`src/rtl/riscv_alu_exec.sv`:
```
// riscv_alu_exec: single-issue ALU execute stage with valid/ready handshakes on
// both sides. ADD, OR, NOP and undefined codes finish in one cycle. SRA is
// iterative: the result shifts right by one bit per cycle until the shift
// count is used up.
//
// Ports:
//   clk_i      - clock, rising edge
//   rst_n_i    - asynchronous active-low reset
//   valid_i    - upstream operation valid
//   ready_o    - stage can accept an operation this cycle
//   AluCtl_i   - ALU operation code (see Aluop* parameters)
//   op_a_i     - operand A
//   op_b_i     - operand B; [4:0] is the SRA shift amount
//   rd_i       - destination register tag
//   flush_i    - synchronous flush, overrides everything else
//   valid_o    - result valid (only in DONE)
//   ready_i    - downstream accepts the result
//   result_o   - registered result
//   rd_o       - registered tag that goes with result_o
//   busy_o     - high while an SRA is shifting
module riscv_alu_exec #(
    parameter int unsigned XLEN      = 32,
    // Opcode values from the control decoder's shared definitions
    parameter logic [3:0]  AluopAdd  = 4'b0010,
    parameter logic [3:0]  AluopOr   = 4'b0001,
    parameter logic [3:0]  AluopSra  = 4'b1000,
    parameter logic [3:0]  AluopNop  = 4'b0000
) (
    input  logic            clk_i,
    input  logic            rst_n_i,
    input  logic            valid_i,
    output logic            ready_o,
    input  logic [3:0]      AluCtl_i,
    input  logic [XLEN-1:0] op_a_i,
    input  logic [XLEN-1:0] op_b_i,
    input  logic [4:0]      rd_i,
    input  logic            flush_i,
    output logic            valid_o,
    input  logic            ready_i,
    output logic [XLEN-1:0] result_o,
    output logic [4:0]      rd_o,
    output logic            busy_o
);

    typedef enum logic [1:0] {
        StIdle  = 2'd0,
        StShift = 2'd1,
        StDone  = 2'd2
    } state_e;

    state_e            state_q;
    logic [XLEN-1:0]   result_q;
    logic [4:0]        rd_q;
    logic [4:0]        cnt_q;
    logic              valid_q;
    logic              busy_q;
    logic              accept;
    logic [4:0]        shamt;

    assign ready_o = (state_q == StIdle) || ((state_q == StDone) && ready_i);
    assign accept  = valid_i && ready_o && !flush_i;
    assign shamt   = op_b_i[4:0];

    assign valid_o  = valid_q;
    assign busy_o   = busy_q;
    assign result_o = result_q;
    assign rd_o     = rd_q;

    always_ff @(posedge clk_i or negedge rst_n_i) begin
        if (!rst_n_i) begin
            state_q  <= StIdle;
            result_q <= '0;
            rd_q     <= '0;
            cnt_q    <= '0;
            valid_q  <= 1'b0;
            busy_q   <= 1'b0;
        end else if (flush_i) begin
            // Drop anything in flight; result_q/rd_q keep their last values.
            state_q <= StIdle;
            cnt_q   <= '0;
            valid_q <= 1'b0;
            busy_q  <= 1'b0;
        end else if (accept) begin
            // Reached from IDLE, or from DONE with ready_i (back-to-back).
            rd_q <= rd_i;
            if (AluCtl_i == AluopSra && shamt != 5'd0) begin
                result_q <= op_a_i;
                cnt_q    <= shamt;
                state_q  <= StShift;
                valid_q  <= 1'b0;
                busy_q   <= 1'b1;
            end else begin
                unique case (AluCtl_i)
                    AluopAdd: result_q <= op_a_i + op_b_i;
                    AluopOr:  result_q <= op_a_i | op_b_i;
                    AluopSra: result_q <= op_a_i;
                    default:  result_q <= '0;
                endcase
                cnt_q   <= '0;
                state_q <= StDone;
                valid_q <= 1'b1;
                busy_q  <= 1'b0;
            end
        end else begin
            unique case (state_q)
                StShift: begin
                    result_q <= {result_q[XLEN-1], result_q[XLEN-1:1]};
                    cnt_q    <= cnt_q - 5'd1;
                    // Last shift lands this cycle: result is ready next cycle.
                    if (cnt_q == 5'd1) begin
                        state_q <= StDone;
                        valid_q <= 1'b1;
                        busy_q  <= 1'b0;
                    end
                end
                StDone: begin
                    if (ready_i) begin
                        state_q <= StIdle;
                        valid_q <= 1'b0;
                    end
                end
                default: begin
                    state_q <= StIdle;
                    valid_q <= 1'b0;
                    busy_q  <= 1'b0;
                end
            endcase
        end
    end

endmodule
```
`config.mk`:
```
export PLATFORM = sky130hd
export DESIGN_NAME = riscv_alu_exec
export DESIGN_NICKNAME = d
export VERILOG_FILES = /design/src/rtl/riscv_alu_exec.sv
export SDC_FILE = /design/constraint.sdc
export NUM_CORES = 1
export LEC_CHECK = 0
export BUFFER_PORTS_ARGS = -buffer_cell sky130_fd_sc_hd__buf_4
export CORE_MARGIN = 10
export CORE_UTILIZATION = 40
export DETAILED_ROUTE_END_ITERATION = 10
export SLEW_MARGIN = 25
export SYNTH_ARGS = -nofsm -noshare
export SYNTH_HDL_FRONTEND = slang
export SYNTH_SLANG_ARGS = --single-unit
```
`constraint.sdc`:
```
create_clock -name clk_i -period 2.5 [get_ports clk_i]
set_clock_uncertainty 0.15 [all_clocks]
set_input_delay 0.5 -clock clk_i [delete_from_list [all_inputs] [get_ports clk_i]]
set_output_delay 0.5 -clock clk_i [all_outputs]
set_load 0.1 [all_outputs]
```
==> metrics.yaml, run 1 <==
setup_path:
  cp-start-kind: "primary input"
  worstPathRequired_ns: 2.56
  crit_chain: "buf_8, ha_4, inv_2, fa_2, inv_2, a21oi_4, o211a_4, nor3_4, nand4_4, a2111oi_4, nor3_2, o31ai_2"
  cp_slowest_cell: "a2111oi_4"
  end_kind: "flop"
  r2r_cells: 8
  cp_slowest_stage_delay_ns: 0.37
  r2r_slack_ns: 0.27
  crit_top_cell: "inv_2"
  timing.rr.end: "result_o[18]"
  worst-path-max-fanout: 3
  arrival_ns: 2.53
  reg2reg_from: "state_q[1]"
  path_class: "primary input to flop"
layout:
  fin_util: 0.6053
  nFillCells: 1160
  syn_to_final_growth_pct: 47.53
  nNetsFinal: 1064
  stdcell_area_sq_um: 7670
  antennaDiodeCount: 0
  final_layout_size_suffix_gt1_frac: 0.3616
timing:
  slew_viol_final: 0
  setup_viol: 0
  fmax_mhz: 405.6
  slew_headroom: 0.5533
  hold_violations: 0
  worst_slack_ns: 0.03467
  finalCritPeriodShare: 0.9861
  fin_tns_setup_ns: 0
  rsz0062_at_grt: "yes"
  worst_pin_slew_ns: 0.6649
  min_period_ns: 2.465
synthesis:
  async_flop_share: 1.000
  avgSynthCellArea_sq_um: 7.491
  ys_warn_count: 0
  ys_seq_elements: 45
  syn-instance-count: 694
  syn_area_sq_um: 5199
  synth_edf_count: 0
  synthesis.nets: 838
  seq_area_frac_synth: 0.2166
  synth_flop_cell: "dfrtp_1"
  synth.distinct_cells: 70
placed_design:
  dp_hpwl_um: 15560
  place_congestion: 0.9430
  place_area_sq_um: 7274
  io_buffer_count: 117
  dp_slack_ns: -0.4264
drt:
  highest_layer: "met4"
  totalWireLength_um: 19650
  drc: 0
  drt-vias-per-instance: 5.527
  route.met3.wl_um: 957
  wl_met2_um: 9787
  routedWlPerCell_um: 17.98
  wl_met1_um: 8679
  vias: 6041
  dr.pass1.iters: 8
  drtIter0Drc: 473
  ant_nets: 0
clock_tree:
  cts_root_buffer: "clkbuf_16"
  cts.sinks: 45
  cts_buffer_depth: 2
  cts_made_buffers: 5
  h-tree-depth: 2
  cts_tree: "yes"
  path_clk_slew_ns: 0.07
  worst_skew_pair.late_latency_ns: 0.30
die:
  fp-row-count: 41
  ioPinCount: 118
  start_util: 0.4103
  die_h_um: 134.0
  die_x_um: 134.0
  core-area_sq_um: 12670
  die_area_sq_um: 17960
run:
  drv_cap: 0
global_routing:
  antenna_found_initial: 0
  grt_pass1_wl_um: 30620
  grt_pass1_vias: 5981
  grt_max_degree: 46
  grtUsageTotal: 0.2061
  gr-total-overflow: 0
power:
  p_leak_nw: 3.791
  pwr_density_cell_nw_per_um2: 609.5
  vdd_drop_max_mv: 0.3991
outcome:
  status: "complete, no violations"
hold_path:
  min_path_type: "primary input to asynchronous set/reset pin"
[logic make-up after synthesis]
group                      after synthesis  synth area share
xor gates and xnor gates                25           0.04212
muxes                                    4          0.007702
buffers and inverters                  110           0.08568
adders and majority gates               66            0.1603
DFF                                     45            0.2166
AOI/OAI and AO/OA                      245            0.3100
and+or+nand+nor                        199            0.1776
[layout by cell type, fill, tap and decap left out, types with 18 or more instances in the layout]
cell type	count
o22ai_1	32
inv_1	72
nor2_1	43
a21o_1	18
buf_4	249
dfrtp_1	44
nand2_1	83
a21oi_1	40
o21ai_1	33
ha_1	55
[worst max path at each step]
stage	start	to	slack (ns)	depth (start not counted)
after floorplan	op_a_i[0]	result_o[28]	-0.17	11
after global placement	op_a_i[0]	result_o[28]	-0.35	12
after detailed placement	op_a_i[9]	result_o[26]	-0.43	12
after CTS	op_a_i[1]	result_o[29]	0.004	12
after global routing	op_a_i[10]	result_o[29]	-0.05	11
final	op_a_i[0]	result_o[28]	0.03	12
[where the power goes]
group	internal, mW	total, mW	leakage, nW	switching (mW)
combinational	0.915	2.90	3.16	1.98
clock	0.372	0.725	0.0621	0.353
sequential	0.889	1.05	0.571	0.164
[synthesized netlist by cell type (6+ instances only)]
library cell,count,area [sq um]
nand2_1,85,319.1
inv_1,77,289.0
ha_1,65,813.3
a21oi_1,57,285.3
dfrtp_1,45,1126
nor2_1,45,168.9
o22ai_1,32,200.2
o21ai_1,26,130.1
o21ai_0,25,125.1
a21o_1,18,135.1
clkbuf_1,17,63.81
xnor2_1,17,148.9
a31oi_1,15,93.84
nand3_1,14,70.07
nor3_1,14,70.07
nand2b_1,12,75.07
buf_2,10,50.05
o21a_1,8,60.06
xor2_1,8,70.07
a211oi_1,7,52.55
nand4_1,6,37.54
o221ai_1,6,52.55
[routing by layer]
| metal | up-vias | GRT usage |
|---|---|---|
| li1 | 2912 | - |
| met1 | 2916 | 0.2602 |
| met2 | 191 | 0.3643 |
| met3 | 22 | 0.02651 |
| met4 | 0 | 0.04534 |
| met5 | - | 0 |
[flip-flops by register name, indices dropped and copies added (netlist names)]
name / flops
busy_o: 1
cnt_q: 5
rd_o: 5
result_o: 32
state_q: 2
[what timing repair did]
item | 4_1_cts | 5_1_grt
setup endpoints to repair | 8 | 15
gates cloned | 0 | 0
hold buffers | 0 | 0
setup buffers | 0 | 2
endpoints found under the hold margin | 0 | 0
gates resized for setup | 6 | 36
pin swaps | 4 | 18
[metrics by stage]
stage | hold WS [ns] | power [mW] | cells
after detailed placement | 0.3218 | 3.888 | 1083
after CTS | 0.1049 | 4.607 | 1091
final | 0.08040 | 4.675 | 1093
after global routing | 0.1241 | 4.880 | 1093
after global placement | 0.3107 | 3.849 | 1083
after floorplan | 0.05441 | 2.996 | 694
[critical path: cells and delay by family]
family	cells	cell delay (ns)
simple gates	3	0.48
compound gates	4	0.86
fa+ha+maj	2	0.49
buf+inv	3	0.19
[cell type report]
| type | instances | area (sq um) | area share |
|---|---|---|---|
| clock inverter | 3 | 22.52 | 0.002936 |
| inverter | 77 | 289.0 | 0.03768 |
| clock buffer | 5 | 125.1 | 0.01631 |
| timing repair buffer | 252 | 1916 | 0.2498 |
| multi-input combinational | 539 | 3973 | 0.5179 |
| tap | 172 | 215.2 | 0.02806 |
| sequential | 45 | 1130 | 0.1473 |
(Power assumes the default switching activity.)
==> inputs of run 2 (changes only) <==
- CORE_ASPECT_RATIO: not set -> 0.75
==> run 2 against run 1 <==
Compared with the run above: die area grew 0.26%; maximum frequency up 0.13%; critical path type unchanged; sequential power about the same; total power up 0.64%; sequential share of layout area is 0.12 points lower; routed wire length up 5.7%; largest power group unchanged; cell count shrank 0.37%.
==> metrics.yaml, run 2 (same netlist as run 1, synthesis figures left out) <==
timing:
  rsz0062_at_grt: "yes"
  hold_violations: 0  # unchanged
  slew_headroom: 0.5315  # -0.02182
  min_period_ns: 2.462  # -0.003115 ns
  setup_viol: 0  # unchanged
  slew_viol_final: 0  # unchanged
  worst_pin_slew_ns: 0.6850  # +0.02013 ns
  holdWs_ns: 0.07646  # -0.003933 ns
  finalCritPeriodShare: 0.9849  # -0.001246
  fmax_mhz: 406.1  # +0.13%
die:
  die_x_um: 151.6  # +13%
  fp-row-count: 35  # -15%
  start_util: 0.4165  # +0.006252
  core-area_sq_um: 12480  # -1.5%
  ioPinCount: 118  # unchanged
  die_area_sq_um: 18000  # +0.26%
  die_h_um: 118.7  # -11%
clock_tree:
  cts_root_buffer: "clkbuf_16"
  cts.sinks: 45  # unchanged
  h-tree-depth: 2  # unchanged
  cts_buffer_depth: 2  # unchanged
  cts_made_buffers: 5  # unchanged
  path_clk_slew_ns: 0.07  # about the same
  cts_hold_buf: 0  # unchanged
  cts_tree: "yes"
  worst_skew_pair.late_latency_ns: 0.30  # about the same
drt:
  ant_nets: 0  # unchanged
  dr.pass1.iters: 5  # -3
  drc: 0  # unchanged
  vias: 6080  # +0.65%
  totalWireLength_um: 20770  # +5.7%
  drtIter0Drc: 494  # +4.4%
  drt-vias-per-instance: 5.583  # +1.0%
  routedWlPerCell_um: 19.08  # +6.1%
layout:
  fin_cells: 1089  # -0.37%
  final_layout_size_suffix_gt1_frac: 0.3694  # +0.007884
  nNetsFinal: 1066  # +0.19%
  syn_to_final_growth_pct: 48.78
  final_cell_mix: "buf_4, nand2_1, inv_1, ha_1, dfrtp_1"
  stdcell_area_sq_um: 7735  # +0.85%
  regArea_sq_um: 1130  # unchanged
  antennaDiodeCount: 0  # unchanged
  multiInputGateArea_sq_um: 4014  # +1.0%
  largest_register_ffs: 32  # unchanged
  nFillCells: 1150  # -0.86%
  final_common_cell: "buf_4"
setup_path:
  worst-path-max-fanout: 4  # +1
  timing.rr.end: "result_o[28]"
  r2r_cells: 7  # -1
  crit_chain: "buf_4, inv_1, ha_1, buf_4, o21a_1, nor2_1, o21a_1, or3_4, buf_4, o21bai_2, xor2_1, a21oi_1, o21ai_1"
  cp_slowest_cell: "or3_4"
  reg2reg_from: "state_q[1]"
  cp_slowest_stage_delay_ns: 0.34  # -0.03 ns
  end_kind: "flop"
  cp-start-kind: "primary input"
  arrival_ns: 2.53  # about the same
  r2r_slack_ns: 0.28  # about the same
  worstPathRequired_ns: 2.57  # about the same
  crit_top_cell: "buf_4"
  path_class: "primary input to flop"
outcome:
  status: "complete, no violations"
hold_path:
  min_path_type: "primary input to asynchronous set/reset pin"
global_routing:
  grtUsageTotal: 0.2201  # +0.01400
  grt_pass1_wl_um: 32150  # +5.0%
  antenna_found_initial: 0  # unchanged
  grt_max_degree: 46  # unchanged
  gr-total-overflow: 0  # unchanged
  grt_pass1_vias: 5912  # -1.2%
power:
  p_leak_nw: 3.834  # +1.1%
  vdd_drop_max_mv: 0.4272  # +7.0%
  pwr_density_cell_nw_per_um2: 608.3  # -0.20%
  totalPowerFinal_mw: 4.705  # +0.64%
placed_design:
  place_congestion: 0.9384  # -0.49%
  place_inst: 1080  # -0.28%
  dp_hpwl_um: 16660  # +7.1%
  io_buffer_count: 117  # unchanged
  place_area_sq_um: 7302  # +0.38%
run:
  drv_cap: 0  # unchanged
[run 2: worst max-delay path, delay by kind of cell]
| family | cells | cell delay (ns) |
|---|---|---|
| AO/OA/AOI/OAI | 5 | 0.72 |
| buffers and inverters | 4 | 0.43 |
| adder cells (fa/ha/maj) | 1 | 0.31 |
| AND/OR/NAND/NOR | 2 | 0.38 |
| XOR/XNOR | 1 | 0.19 |
[run 2: area by class of cell]
type                       instances  area share
clock buffer                       6     0.01666
clock inverter                     2    0.001941
inverter                          77     0.03737
multi-input combinational        539      0.5189
sequential                        45      0.1461
tap                              166     0.02685
timing repair buffer             254      0.2522
[run 2: report_power, final]
part / internal (mW) / leakage [nW] / total [mW] / switching, mW
sequential: 0.889 / 0.571 / 1.05 / 0.165
combinational: 0.932 / 3.20 / 2.95 / 2.02
clock: 0.372 / 0.0631 / 0.701 / 0.328
[run 2: worst max path at each step]
| stage | depth (start not counted) | startpoint | endpoint | slack (ns) |
|---|---|---|---|---|
| 2_1_floorplan | 11 | op_a_i[0] | result_o[28] | -0.17 |
| 3_3_place_gp | 12 | op_a_i[1] | result_o[28] | -0.36 |
| 5_1_grt | 13 | op_a_i[0] | result_o[24] | -0.06 |
| 4_1_cts | 12 | op_a_i[8] | result_o[31] | 0.009 |
| 6_report | 13 | op_a_i[12] | result_o[19] | 0.04 |
| 3_5_place_dp | 12 | op_a_i[1] | result_o[28] | -0.43 |
[run 2: through the flow]
step                      TNS (ns)  utilization  setup slack (ns)
after CTS                        0       0.6011          0.009315
after global placement      -5.115       0.5851           -0.3584
after detailed placement    -5.796       0.5851           -0.4322
after floorplan            -0.7796            -           -0.1702
final                            0       0.6197           0.03778
after global routing       -0.1230       0.6197          -0.06282
[run 2: timing repair]
item | in CTS | in global routing
gates resized for setup | 10 | 41
pin swaps | 6 | 16
endpoints found under the setup margin | 9 | 17
hold endpoints to repair | 0 | 0
setup buffers | 0 | 1
[run 2: layer usage]
layer | vias up | track usage | wire length (um)
li1 | 2925 | - | -
met1 | 2873 | 0.3205 | 9658
met2 | 266 | 0.3240 | 8883
met3 | 16 | 0.04994 | 1983
met4 | 0 | 0.03805 | 246
met5 | - | 0 | 0
